## src/rtl/uart_rx_fifo.sv

```systemverilog
`default_nettype none
// ============================================================================
// Module   : uart_rx_fifo
// Purpose  : Buffered 8N1 UART receiver. The serial line is synchronised,
//            each bit is sampled at mid-bit, and the start and stop bits are
//            checked. Good bytes go into a first-word fall-through FIFO that
//            the consumer drains at its own pace.
// Ports    : CLK        - system clock, rising edge
//            RST        - synchronous active-high reset
//            RX_IN      - asynchronous serial line, idle high
//            rd_en      - pop the head entry (ignored while empty)
//            data_out   - FIFO head, valid while empty==0
//            empty      - FIFO holds no entries
//            full       - FIFO holds FIFO_DEPTH entries
//            count      - number of entries held
//            frame_err  - 1-cycle pulse, stop bit sampled low
//            overrun    - 1-cycle pulse, good byte dropped because FIFO full
// Revision : 1.0 - initial release
// ============================================================================
module uart_rx_fifo #(
  parameter int CLK_PER_BITS = 1086,
  parameter int FIFO_DEPTH   = 8
) (
  input  logic                          CLK,
  input  logic                          RST,
  input  logic                          RX_IN,
  input  logic                          rd_en,
  output logic [7:0]                    data_out,
  output logic                          empty,
  output logic                          full,
  output logic [$clog2(FIFO_DEPTH):0]   count,
  output logic                          frame_err,
  output logic                          overrun
);

  localparam int              AW        = $clog2(FIFO_DEPTH);
  localparam int              CW        = $clog2(CLK_PER_BITS);
  localparam logic [CW-1:0]   BIT_LAST  = CW'(CLK_PER_BITS - 1);
  localparam logic [CW-1:0]   BIT_HALF  = CW'((CLK_PER_BITS - 1) / 2);
  localparam logic [AW:0]     DEPTH_CNT = (AW + 1)'(FIFO_DEPTH);

  // --------------------------------------------------------------------------
  // Two-flop synchroniser; resets to the idle (high) line level so a reset
  // never looks like a start bit.
  // --------------------------------------------------------------------------
  logic rx_meta;
  logic rx_s;

  always_ff @(posedge CLK) begin
    if (RST) begin
      rx_meta <= 1'b1;
      rx_s    <= 1'b1;
    end else begin
      rx_meta <= RX_IN;
      rx_s    <= rx_meta;
    end
  end

  // --------------------------------------------------------------------------
  // Receive FSM
  // --------------------------------------------------------------------------
  typedef enum logic [2:0] {
    S_IDLE    = 3'd0,
    S_START   = 3'd1,
    S_DATA    = 3'd2,
    S_STOP    = 3'd3,
    S_WAIT_HI = 3'd4
  } state_t;

  state_t        state;
  state_t        state_nxt;
  logic [CW-1:0] clk_cnt;
  logic [CW-1:0] clk_cnt_nxt;
  logic [2:0]    bit_idx;
  logic [2:0]    bit_idx_nxt;
  logic [7:0]    shift;
  logic [7:0]    shift_nxt;
  logic          stop_sample;

  always_ff @(posedge CLK) begin
    if (RST) begin
      state   <= S_IDLE;
      clk_cnt <= '0;
      bit_idx <= '0;
      shift   <= '0;
    end else begin
      state   <= state_nxt;
      clk_cnt <= clk_cnt_nxt;
      bit_idx <= bit_idx_nxt;
      shift   <= shift_nxt;
    end
  end

  always_comb begin
    state_nxt   = state;
    clk_cnt_nxt = clk_cnt;
    bit_idx_nxt = bit_idx;
    shift_nxt   = shift;
    stop_sample = 1'b0;
    case (state)
      S_IDLE: begin
        if (!rx_s) begin
          state_nxt   = S_START;
          clk_cnt_nxt = '0;
        end
      end
      S_START: begin
        // Half a bit in: a line that is high again was only a glitch.
        if (clk_cnt == BIT_HALF) begin
          clk_cnt_nxt = '0;
          bit_idx_nxt = '0;
          state_nxt   = rx_s ? S_IDLE : S_DATA;
        end else begin
          clk_cnt_nxt = clk_cnt + 1'b1;
        end
      end
      S_DATA: begin
        if (clk_cnt == BIT_LAST) begin
          clk_cnt_nxt        = '0;
          shift_nxt[bit_idx] = rx_s;
          if (bit_idx == 3'd7) begin
            state_nxt = S_STOP;
          end else begin
            bit_idx_nxt = bit_idx + 1'b1;
          end
        end else begin
          clk_cnt_nxt = clk_cnt + 1'b1;
        end
      end
      S_STOP: begin
        if (clk_cnt == BIT_LAST) begin
          clk_cnt_nxt = '0;
          stop_sample = 1'b1;
          // A low stop bit may be a break; wait for the line to recover
          // before hunting for the next start bit.
          state_nxt   = rx_s ? S_IDLE : S_WAIT_HI;
        end else begin
          clk_cnt_nxt = clk_cnt + 1'b1;
        end
      end
      S_WAIT_HI: begin
        if (rx_s) begin
          state_nxt = S_IDLE;
        end
      end
      default: begin
        state_nxt = S_IDLE;
      end
    endcase
  end

  // --------------------------------------------------------------------------
  // FIFO
  // --------------------------------------------------------------------------
  logic [7:0]    mem [FIFO_DEPTH];
  logic [AW-1:0] wr_ptr;
  logic [AW-1:0] rd_ptr;
  logic          push;
  logic          pop;

  assign empty = (count == '0);
  assign full  = (count == DEPTH_CNT);
  assign pop   = rd_en && !empty;
  // A same-cycle pop frees a slot, so a full FIFO can still take the byte.
  assign push  = stop_sample && rx_s && (!full || pop);

  assign data_out = empty ? 8'h00 : mem[rd_ptr];

  always_ff @(posedge CLK) begin
    if (push) begin
      mem[wr_ptr] <= shift;
    end
  end

  always_ff @(posedge CLK) begin
    if (RST) begin
      wr_ptr    <= '0;
      rd_ptr    <= '0;
      count     <= '0;
      frame_err <= 1'b0;
      overrun   <= 1'b0;
    end else begin
      if (push) begin
        wr_ptr <= wr_ptr + 1'b1;
      end
      if (pop) begin
        rd_ptr <= rd_ptr + 1'b1;
      end
      case ({push, pop})
        2'b10:   count <= count + 1'b1;
        2'b01:   count <= count - 1'b1;
        default: count <= count;
      endcase
      frame_err <= stop_sample && !rx_s;
      overrun   <= stop_sample && rx_s && !push;
    end
  end

endmodule
`default_nettype wire

```

## config.mk

```make
export PLATFORM = sky130hd
export DESIGN_NAME = uart_rx_fifo
export DESIGN_NICKNAME = d
export VERILOG_FILES = /design/src/rtl/uart_rx_fifo.sv
export SDC_FILE = /design/constraint.sdc
export NUM_CORES = 1
export LEC_CHECK = 0
export CORE_MARGIN = 1.5
export CORE_UTILIZATION = 35
export CTS_CLUSTER_DIAMETER = 200
export DETAILED_ROUTE_END_ITERATION = 8
export GPL_TIMING_DRIVEN = 0
export PLACE_DENSITY_LB_ADDON = 0.08
export SLEW_MARGIN = 30
export SYNTH_ARGS = -nofsm -noshare
export SYNTH_HDL_FRONTEND = slang
export SYNTH_SLANG_ARGS = --single-unit
```

## constraint.sdc

```tcl
create_clock -name CLK -period 3.1 [get_ports CLK]
set_input_delay 0.465 -clock CLK [delete_from_list [all_inputs] [get_ports CLK]]
set_output_delay 0.465 -clock CLK [all_outputs]
set_load 0.05 [all_outputs]
```

==> results of run 1 <==
-- layer usage --
layer | vias up | wire (um)
met3 | 11 | 161
met5 | - | 0
met2 | 26 | 5030
met4 | 0 | 167
li1 | 1487 | -
met1 | 1466 | 4900
-- cell type report --
cell class | count | area share, %
sequential | 106 | 50.0
clock inverter | 4 | 0.883
buffer | 19 | 1.45
multi-input combinational | 237 | 34.1
inverter | 8 | 0.543
timing repair buffer | 28 | 4.39
clock buffer | 12 | 4.64
tap | 176 | 3.98
-- worst max-delay path, stage by stage, from the launching register on --
cell	delay, ns
sky130_fd_sc_hd__dfxtp_1	0.37
sky130_fd_sc_hd__or3_1	0.37
sky130_fd_sc_hd__buf_2	0.17
sky130_fd_sc_hd__or4_1	0.51
sky130_fd_sc_hd__buf_2	0.17
sky130_fd_sc_hd__nand3_1	0.13
sky130_fd_sc_hd__inv_1	0.08
sky130_fd_sc_hd__ha_1	0.27
sky130_fd_sc_hd__a21o_1	0.22
sky130_fd_sc_hd__a2111oi_2	0.41
sky130_fd_sc_hd__a221oi_2	0.12
sky130_fd_sc_hd__nand3_1	0.09
-- per-stage QoR --
stage | cells | hold slack, ns | util, %
final | 590 | 0.422 | 41.9
after global routing | 590 | 0.453 | 41.9
after CTS | 588 | 0.422 | 41.6
after detailed placement | 572 | 0.403 | 39.3
after global placement | 566 | 0.397 | 38.8
after floorplan | 372 | 0.389 | -
-- cell families after synthesis --
family / share of synthesized area (%)
adders and majority gates: 2.81
muxes: 13.1
AOI/OAI and AO/OA: 5.87
and+or+nand+nor: 16.1
DFF: 58.6
buffers and inverters: 2.42
xor gates and xnor gates: 1.11
-- what timing repair did --
action	4_1_cts	5_1_grt
resized for setup	11	7
pin swaps	1	0
buffers inserted	2	2
setup endpoints to repair	9	26
-- flip-flops by register name, indices dropped and copies added, names as in the netlist, named ones only --
register	flops
count	4
clk_cnt	11
rx_s	1
overrun	1
rd_ptr	3
state	3
rx_meta	1
bit_idx	3
shift	8
wr_ptr	3
mem	64
frame_err	1
-- cell usage after synthesis, types with 5 or more instances --
cell	number
sky130_fd_sc_hd__nor2b_1	6
sky130_fd_sc_hd__o21ai_0	7
sky130_fd_sc_hd__clkbuf_1	16
sky130_fd_sc_hd__inv_1	7
sky130_fd_sc_hd__nand3_1	13
sky130_fd_sc_hd__nor2_1	29
sky130_fd_sc_hd__nor3_1	10
sky130_fd_sc_hd__or3_1	6
sky130_fd_sc_hd__a21oi_1	12
sky130_fd_sc_hd__dfxtp_1	42
sky130_fd_sc_hd__nand4_1	5
sky130_fd_sc_hd__ha_1	9
sky130_fd_sc_hd__mux4_2	16
sky130_fd_sc_hd__nand2_1	27
sky130_fd_sc_hd__mux2i_1	21
sky130_fd_sc_hd__edfxtp_1	64
-- how the worst min path moves through the flow --
stage / end
floorplan: rx_s
finish: rx_s
global route: rx_s
global placement: rx_s
CTS: rx_s
detailed placement: rx_s
-- cells in the final DEF (no fill, tap or decap), types with 5 or more instances in the layout --
master / synthesis / layout
sky130_fd_sc_hd__clkbuf_1: 16 / 14
sky130_fd_sc_hd__buf_2: 4 / 5
sky130_fd_sc_hd__clkdlybuf4s50_1: 0 / 9
sky130_fd_sc_hd__nor2_1: 29 / 28
sky130_fd_sc_hd__or3_1: 6 / 6
sky130_fd_sc_hd__nor2b_1: 6 / 6
sky130_fd_sc_hd__dlygate4sd2_1: 0 / 8
sky130_fd_sc_hd__nor3_1: 10 / 6
sky130_fd_sc_hd__mux4_2: 16 / 16
sky130_fd_sc_hd__o21ai_0: 7 / 7
sky130_fd_sc_hd__a21oi_1: 12 / 12
sky130_fd_sc_hd__dfxtp_1: 42 / 41
sky130_fd_sc_hd__clkbuf_16: 0 / 9
sky130_fd_sc_hd__edfxtp_1: 64 / 64
sky130_fd_sc_hd__mux2i_1: 21 / 21
sky130_fd_sc_hd__nand2_1: 27 / 27
sky130_fd_sc_hd__nand4_1: 5 / 5
sky130_fd_sc_hd__ha_1: 9 / 9
sky130_fd_sc_hd__inv_1: 7 / 7
sky130_fd_sc_hd__nand3_1: 13 / 13
sky130_fd_sc_hd__buf_4: 0 / 9
-- where the power goes --
group / leakage [nW] / internal [mW] / switching (mW)
logic: 0.800 / 0.223 / 0.380
clock network: 0.153 / 0.671 / 0.490
registers: 1.08 / 1.51 / 0.0654
==> Flow_metrics.wiki, run 1 <==
{| class="wikitable"
! Metric !! Value
|-
| Total number of H-tree levels || 3
|-
| Worst slew margin || 41.0%
|-
| Worst min-delay path class || reg2reg
|-
| Synth-to-Final Area Change || 17.3%
|-
| Sequential standard cell area || about 2800 um2
|-
| Top cell type's share of synthesized area || around 41%
|-
| Routability-driven placement congestion ratio || roughly 0.8
|-
| Net count after synthesis || slightly below 400
|-
| Final net count || approximately 420
|-
| Kind of capture point of the worst setup path || flop
|-
| Initial cell density of the core || 35.7%
|-
| Max IR drop VDD || roughly 0.2 mV
|-
| Transition time of the tightest slew-check pin || 0.881 ns
|-
| Input/output buffers || 18
|-
| Peak Freq || approximately 0.34 GHz
|-
| Root Buffer Master || sky130_fd_sc_hd__clkbuf_16
|-
| Number of buffers inserted during clock tree synthesis || 9
|-
| Met1 global-route usage || 20.5%
|-
| Clock sinks || 106
|-
| Number of antenna violations at the first check in global routing || 0
|-
| FF-to-FF path depth || 11
|-
| Global-route wire length before repair || 16,900 um
|-
| Status || finished clean
|-
| Later-pin clock latency in the skew report || roughly 0.34 ns
|-
| Startpoint type of the worst setup path || flop
|-
| Global router's overall resource usage || around 16%
|-
| Cell Area, Placed || between 5000 and 6000 um2
|-
| Critical path start-end classification || reg2reg
|-
| Post-synth EDFFs || between 60 and 70
|-
| Number of fillers in the final layout || 1,234
|-
| Worst path required time || 3.38 ns
|-
| Beginning of the worst hold path || rx_meta
|-
| Number of global-route vias before repair || 3,053
|-
| Gr busiest metal || met2
|-
| Clock tree from TritonCTS || done
|-
| Number of distinct library cells after synthesis || 54
|-
| Setup slack, reg-to-reg || ~0.13 ns
|-
| Via density per instance || between 5 and 6
|-
| Antenna diode count || 0
|-
| Maximum fanout along the worst path || 6
|-
| Cell count of the worst hold path || 1
|-
| DRC violation count after routing || 0
|-
| Hpwl dp || around 7100 um
|-
| Setup TNS || 0 ns
|-
| Max Slew Vio Count || 0
|-
| Largest cells by area after synthesis || sky130_fd_sc_hd__edfxtp_1 41%, sky130_fd_sc_hd__dfxtp_1 18%, sky130_fd_sc_hd__mux4_2 7.6%
|-
| Total number of yosys warnings || 0
|-
| GR Util met2 || 26.4%
|-
| Leakage power summed over all cells || 2.04 nW
|-
| Total grt overflow || 0
|-
| Critical Path AT || 3.25 ns
|-
| Total Die Area || roughly 14,000 um2
|-
| Synth Cell Area || between 4000 and 5000 um2
|-
| Average wire length per cell after detail routing || around 17 um
|-
| Clock transition at path regs || ~0.07 ns
|-
| Pwr Total || 3.34 mW
|-
| Worst setup slack after placement || -0.253 ns
|-
| FF+latch count, synth || about 110
|-
| Worst setup path startpoint || clk_cnt[6]
|-
| Count of endpoints failing setup in the final report || 0
|-
| Clock skew after layout || 0.00816 ns
|-
| Number of buffers on the longest clock path || 2
|-
| Library cell with the largest summed area after synthesis || sky130_fd_sc_hd__edfxtp_1
|-
| Width of the die || around 120 um
|-
| Antenna Violating Nets Remaining || 0
|-
| Max capacitance violation total || 0
|-
| Asr flop ratio synth || 0%
|-
| Number of hold buffers added after CTS || 0
|-
| Minimum period implied by the final worst setup slack || roughly 3.0 ns
|-
| Vertical die dimension || about 120 um
|-
| Final WL || 10,300 um
|-
| Standard-cell rows || between 40 and 50
|-
| Unrepaired setup endpoints after global routing || true
|-
| Worst r2r dst || count[3]
|-
| Footprint of the multi-input gates || roughly 1900 um2
|-
| Post-synthesis average cell area || between 10 and 15 um2
|-
| Cells after synthesis || 372
|-
| Final Hold Violating Endpoints || 0
|-
| First-iteration detailed-routing DRC count || between 150 and 200
|-
| Main flop type after synthesis || sky130_fd_sc_hd__edfxtp_1
|-
| Critical register-to-register path startpoint || clk_cnt[6]
|-
| Top Ports || 20
|-
| Global routing met3 resource utilization || 2.35%
|-
| Share of final-layout standard cells stronger than drive strength 1 || ~17%
|-
| PnR worst setup slack || between 0.1 and 0.15 ns
|-
| Proportion of synthesized chip area in sequential cells || 58.6%
|-
| Core Area || 13,200 um2
|-
| Final Cycle Share || between 90% and 100%
|-
| 1st-pass router iterations || 4
|-
| Largest net degree at the start of global routing || 18
|-
| Count of vias placed by the detailed router || 2,990
|-
| Power density over the cells || about 600 nW/um2
|-
| Crit path to || count[3]
|-
| Post-Layout Inst Area || ~5500 um2
|}
No activity file was read; power rests on OpenSTA's default activity.
==> run 2: changes to the inputs <==
Settings changed: ABC_AREA set to 1, DONT_BUFFER_PORTS set to 1, REMOVE_ABC_BUFFERS set to 1.
==> run 2 against run 1 <==
Sequential share of layout area grew 2.9 points; largest power group unchanged; final cell count increased by 13%; setup slack improved by 0.11 ns; wire length fell by 1.5%; highest routed layer unchanged; hold slack lost 0.25 ns; synthesized cell count up 31%; critical path depth shrank 6; total power decreased by 17%; via count rose by 8.1%; sequential cell count unchanged.
==> Flow_metrics.wiki, run 2 <==
{| class="wikitable"
! Metric !! Value
|-
| Max IR drop VDD || 0.226 mV
|-
| Transition time of the tightest slew-check pin || 0.975 ns
|-
| Count of endpoints failing setup in the final report || 0
|-
| FF+latch count, synth || ~110
|-
| Capture endpoint of the worst hold path || count[2]
|-
| Minimum period implied by the final worst setup slack || about 2.9 ns
|-
| Critical path start-end classification || reg2out
|-
| Number of buffers inserted during clock tree synthesis || 9
|-
| Share of the core filled with cells in the final layout || 39.6%
|-
| Core Area || approximately 13,000 um2
|-
| Dominant cell by count in the synthesized netlist || sky130_fd_sc_hd__nor2_1
|-
| Clock transition at path regs || roughly 0.080 ns
|-
| Max Slew Vio Count || 0
|-
| Number of global-route vias before repair || slightly above 3,000
|-
| Standard-cell rows || 42
|-
| Total number of yosys warnings || 0
|-
| Clock sinks || 106
|-
| Final Hold Violating Endpoints || 0
|-
| Vertical die dimension || 119 um
|-
| Proportion of synthesized chip area in sequential cells || 58.4%
|-
| Root Buffer Master || sky130_fd_sc_hd__clkbuf_16
|-
| Library cell with the largest summed area after synthesis || sky130_fd_sc_hd__edfxtp_1
|-
| Final Cycle Share || 92.2%
|-
| Post-synth EDFFs || between 60 and 70
|-
| Cells after synthesis || 487
|-
| Leakage power summed over all cells || 2.01 nW
|-
| Top reg by flops || mem
|-
| Initial cell density of the core || between 30% and 40%
|-
| Power density over the cells || 534 nW/um2
|-
| Routability-driven placement congestion ratio || 0.760
|-
| Peak Freq || about 0.35 GHz
|-
| Synth Cell Area || 4730 um2
|-
| Number of buffers on the longest clock path || 2
|-
| FF-to-FF path depth || 4
|-
| Final net count || between 400 and 500
|-
| Beginning of the worst hold path || RST
|-
| Startpoint type of the worst setup path || flop
|-
| Cell Area, Placed || approximately 4900 um2
|-
| Clock skew after layout || approximately 0.012 ns
|-
| Largest cells by area after synthesis || sky130_fd_sc_hd__edfxtp_1 41%, sky130_fd_sc_hd__dfxtp_1 18%, sky130_fd_sc_hd__nor2_1 8.0%
|-
| Worst min-delay path class || in2reg
|-
| Total number of H-tree levels || 3
|-
| Top Ports || 20
|-
| First-iteration detailed-routing DRC count || around 150
|-
| Number of flip-flops under the largest register name || 64
|-
| Total Die Area || roughly 14,000 um2
|-
| Clock tree from TritonCTS || done
|-
| Main flop type after synthesis || sky130_fd_sc_hd__edfxtp_1
|-
| 1st-pass router iterations || 4
|-
| Number of distinct library cells after synthesis || 36
|-
| Status || finished clean
|-
| Top cells by instance count after synthesis || 101 x sky130_fd_sc_hd__nor2_1, 64 x sky130_fd_sc_hd__edfxtp_1, 45 x sky130_fd_sc_hd__inv_1
|-
| Width of the die || ~120 um
|-
| Kind of capture point of the worst setup path || primary output
|-
| Antenna Violating Nets Remaining || 0
|-
| Worst path required time || 2.63 ns
|-
| Max capacitance violation total || 0
|-
| Most frequent cells in the layout || 90 x sky130_fd_sc_hd__nor2_1, 64 x sky130_fd_sc_hd__edfxtp_1, 44 x sky130_fd_sc_hd__inv_1
|-
| DRC violation count after routing || 0
|-
| Critical register-to-register path startpoint || count[2]
|-
| Number of hold buffers added after CTS || 0
|-
| Global-route wire length before repair || 16,400 um
|-
| Post-Layout Inst Area || 5230 um2
|-
| Via density per instance || roughly 4.9
|-
| Hpwl dp || between 6000 and 7000 um
|-
| Largest net degree at the start of global routing || 34
|-
| Top flop regs || mem: 64 flops, clk_cnt: 11 flops, shift: 8 flops
|-
| Setup slack, reg-to-reg || between 0.3 and 0.4 ns
|-
| Asr flop ratio synth || 0%
|-
| Critical Path AT || approximately 2.4 ns
|-
| Final WL || roughly 10,000 um
|-
| Share of final-layout standard cells stronger than drive strength 1 || between 10% and 20%
|-
| Worst slew margin || a little over a third
|-
| Global router's overall resource usage || about 15%
|-
| Input/output buffers || 0
|-
| Cell count of the worst hold path || 1
|-
| Top cell type's share of synthesized area || 40.6%
|-
| Total grt overflow || 0
|-
| Average wire length per cell after detail routing || 15.2 um
|-
| Number of antenna violations at the first check in global routing || 0
|-
| Post-synthesis average cell area || 9.71 um2
|-
| Worst r2r dst || mem[3][0]
|-
| Antenna diode count || 0
|-
| Maximum fanout along the worst path || 33
|-
| Synth-to-Final Area Change || 10.5%
|-
| Most common cell after layout, fill and taps aside || sky130_fd_sc_hd__nor2_1
|-
| Count of vias placed by the detailed router || 3,233
|-
| Unrepaired setup endpoints after global routing || false
|-
| Later-pin clock latency in the skew report || 0.35 ns
|-
| Number of fillers in the final layout || around 1,300
|}
run 2: changes by cell type after synthesis, moves of 8 or more:
cell | before | now
sky130_fd_sc_hd__a21oi_1 | 12 | 24
sky130_fd_sc_hd__mux4_2 | 16 | 0
sky130_fd_sc_hd__inv_2 | 0 | 8
sky130_fd_sc_hd__o32ai_1 | 0 | 16
sky130_fd_sc_hd__nand3_1 | 13 | 22
sky130_fd_sc_hd__inv_1 | 7 | 45
sky130_fd_sc_hd__mux2i_1 | 21 | 0
sky130_fd_sc_hd__nor2_1 | 29 | 101
sky130_fd_sc_hd__o21ai_0 | 7 | 38
sky130_fd_sc_hd__nand2_1 | 27 | 40
run 2: routing by layer:
metal / track usage [%] / routed length (um)
met1: 19.4 / 4790
met4: 6.33 / 182
met2: 25.2 / 4890
met5: 0 / 0
met3: 2.44 / 246
run 2: cells by family (layout without fill, tap and decap cells):
logic type      Yosys count  after routing  share of synthesized area, %
simple gates            211            211                          21.6
flops                   106            106                          58.4
compound gates           89             89                          11.2
buf+inv                  68             71                          5.42
fa+ha+maj                10             10                          2.80
xor+xnor                  3              3                         0.556
run 2: through the flow:
step | TNS (ns) | worst slack (ns) | power [mW] | hold slack [ns] | std cells
floorplan | 0 | 0.267 | 1.70 | 0.389 | 473
global placement | -1.92 | -0.301 | 1.74 | 0.393 | 649
detailed placement | 0 | 0.280 | 1.74 | 0.395 | 650
finish | 0 | 0.242 | 2.79 | 0.171 | 666
global route | 0 | 0.0573 | 2.90 | 0.167 | 666
CTS | 0 | 0.0177 | 2.82 | 0.161 | 666
run 2: timing repair:
item,CTS,global route
buffers inserted,0,0
endpoints found under the setup margin,2,6
gates resized for setup,2,6
run 2: area by class of cell:
cell class / count / area (um2) / share of cell area [%]
Sequential cell: 106 / 2770 / 52.9
Clock inverter: 7 / 50.0 / 0.958
Tap cell: 176 / 220 / 4.21
Inverter: 54 / 203 / 3.88
Timing Repair Buffer: 1 / 7.51 / 0.144
Multi-Input combinational cell: 313 / 1750 / 33.6
Clock buffer: 9 / 225 / 4.31
run 2: worst max-delay path by stage:
stage / from / endpoint
final: flop / data_out[3]
after global routing: flop / data_out[5]
after CTS: flop / data_out[5]
after detailed placement: count[2] / mem[3][4]
after global placement: flop / data_out[3]
after floorplan: count[3] / full
run 2: power by group:
group	total, mW	leakage (nW)	internal (mW)	switching (mW)
sequential	1.53	1.07	1.50	0.0318
combinational	0.179	0.803	0.0582	0.121
clock	1.08	0.140	0.551	0.531
total	2.79	2.01	2.10	0.684
run 2: worst max-delay path: stages, from the launching register on:
cell	delay (ns)
sky130_fd_sc_hd__dfxtp_2	0.51
sky130_fd_sc_hd__inv_2	0.53
sky130_fd_sc_hd__nor2_1	0.08
sky130_fd_sc_hd__o32ai_1	0.23
sky130_fd_sc_hd__o21ai_0	0.18
sky130_fd_sc_hd__nor2_2	0.48
==> run 3: changes to the inputs <==
Settings changed: CORE_UTILIZATION 35 to 50.
==> run 3 against run 2 <==
Hold slack worse by 0.014 ns; highest routed layer unchanged; final cell count is 9.6% lower; count of clock-buffer cells in the layout is 1 higher.
==> Flow_metrics.wiki, run 3 (synthesized netlist as in run 2, its figures left out) <==
{| class="wikitable"
! Metric !! Value
|-
| Status || finished clean
|-
| Worst slew margin || about two fifths
|-
| Total grt overflow || 0
|-
| Buffers inserted during post-CTS setup optimization || 0
|-
| Clock transition at path regs || roughly 0.1 ns
|-
| Total Die Area || just over 10,000 um2
|-
| Pwr Total || roughly 2.5 mW
|-
| Power density over the cells || 496 nW/um2
|-
| Worst min-delay path class || in2reg
|-
| Number of flip-flops under the largest register name || 64
|-
| Final WL || 8760 um
|-
| Top reg by flops || mem
|-
| Most common cell after layout, fill and taps aside || sky130_fd_sc_hd__nor2_1
|-
| Minimum period implied by the final worst setup slack || ~2.8 ns
|-
| Peak Freq || 0.354 GHz
|-
| Global-route wire length before repair || 14,800 um
|-
| Delay of the slowest cell on the worst path || 0.76 ns
|-
| Via density per instance || between 5 and 6
|-
| Initial cell density of the core || 51.4%
|-
| First-iteration detailed-routing DRC count || ~150
|-
| Cell with the largest stage delay on the worst path || sky130_fd_sc_hd__dfxtp_1
|-
| Worst path required time || roughly 2.6 ns
|-
| Largest net degree at the start of global routing || 35
|-
| Final Hold Violating Endpoints || 0
|-
| Max Slew Vio Count || 0
|-
| Top flop regs || mem: 64 flops, clk_cnt: 11 flops, shift: 8 flops
|-
| Number of hold buffers added after CTS || 0
|-
| Input/output buffers || 0
|-
| Routability-driven placement congestion ratio || 0.819
|-
| Max IR drop VDD || approximately 0.31 mV
|-
| Average wire length per cell after detail routing || roughly 15 um
|-
| Sequential group share of total power || 61.1%
|-
| Maximum fanout along the worst path || 10
|-
| Top Ports || 20
|-
| Global router's overall resource usage || 18.8%
|-
| Power Internal || ~1.9 mW
|-
| Root Buffer Master || sky130_fd_sc_hd__clkbuf_8
|-
| Clock skew after layout || between 0.01 and 0.015 ns
|-
| Number of buffers on the longest clock path || 2
|-
| Max capacitance violation total || 0
|-
| Critical path start-end classification || reg2out
|-
| Antenna Violating Nets Remaining || 0
|-
| Final net count || 500
|-
| Number of antenna violations at the first check in global routing || 0
|-
| Critical Path, Cell by Cell || inv_1 -> nand3_4 -> o21ai_0 -> nor2_1
|-
| CP bufs+invs || 1
|-
| Later-pin clock latency in the skew report || around 0.36 ns
|-
| Core Area || just over 9000 um2
|-
| Cell Area, Placed || 4840 um2
|-
| Startpoint type of the worst setup path || flop
|-
| Net switching component of the power || 0.641 mW
|-
| Combinational cell fraction of total power || 7.1%
|-
| Count of vias placed by the detailed router || 3,216
|-
| Final Cycle Share || about nine tenths
|-
| Hold slack final || 0.158 ns
|-
| Antenna diode count || 0
|-
| DRC violation count after routing || 0
|-
| Share of the core filled with cells in the final layout || a little over half
|-
| Count of endpoints failing setup in the final report || 0
|-
| Kind of capture point of the worst setup path || primary output
|-
| Post-Layout Inst Area || roughly 5000 um2
|-
| Share of final-layout standard cells stronger than drive strength 1 || between 10% and 20%
|-
| Leakage power summed over all cells || between 1.5 and 2 nW
|-
| Clock tree from TritonCTS || done
|-
| Width of the die || ~100 um
|-
| Switching power share of the total || between 20 and 30%
|-
| Standard-cell rows || 35
|-
| Hpwl dp || 6090 um
|-
| Vertical die dimension || approximately 100 um
|-
| Cell class contributing the biggest share of worst-path delay || simple AND/OR/NAND/NOR gates
|-
| Transition time of the tightest slew-check pin || between 0.8 and 0.9 ns
|-
| Clock sinks || roughly 110
|-
| Critical Path AT || roughly 2.4 ns
|-
| Setup slack, reg-to-reg || around 0.44 ns
|-
| Number of global-route vias before repair || 3,187
|-
| Unrepaired setup endpoints after global routing || false
|-
| Number of buffers inserted during clock tree synthesis || 9
|-
| Most frequent cells in the layout || 101 x sky130_fd_sc_hd__nor2_1, 64 x sky130_fd_sc_hd__edfxtp_1, 44 x sky130_fd_sc_hd__inv_1
|-
| Relative contribution of the clock network to total power || around a third
|-
| Synth-to-Final Area Change || 6.46%
|-
| Total number of H-tree levels || 3
|-
| 1st-pass router iterations || 4
|}
-- run 3: metrics by stage --
stage               setup WS [ns]  TNS (ns)  instances
floorplan                   0.267         0        473
global placement          -0.0940    -0.656        584
detailed placement          0.120         0        585
CTS                        0.0716         0        602
global route                0.166         0        602
finish                      0.274         0        602
-- run 3: final timing paths --
check / startpoint / end / cells past startpoint
max: count[2] / data_out[3] / 4
min: RST / count[2] / 1
min reg2reg: rx_meta / rx_s / 1
max reg2reg: count[2] / count[3] / 14
-- run 3: power by group through the flow --
stage	Sequential (mW)	Combinational, mW	Clock [mW]
after floorplan	1.55	0.148	0
after global placement	1.56	0.178	0
after detailed placement	1.56	0.180	0
after CTS	1.53	0.180	0.820
after global routing	1.53	0.204	0.866
final	1.53	0.178	0.793
-- run 3: layout make-up --
class / instances / area [um2]
Clock buffer: 10 / 128
Clock inverter: 6 / 52.6
Fill cell: 844 / 4160
Inverter: 54 / 206
Multi-Input combinational cell: 313 / 1730
Sequential cell: 106 / 2770
Tap cell: 111 / 139
Timing Repair Buffer: 1 / 7.51
Timing Repair inverter: 1 / 7.51
-- run 3: repair_timing --
item / 4_1_cts / 5_1_grt
endpoints found under the setup margin: 8 / 8
gates resized for setup: 2 / 2
cloned: 1 / 0
pin swaps: 0 / 0
-- run 3: per-layer routing --
layer  track usage [%]  up-vias  share of wire [%]
met3              2.58       14                2.0
met4              7.58        0                1.8
met5                 0        -                  0
met1              23.3     1495                 46
met2              33.0       37                 51
li1                  -     1670                  -
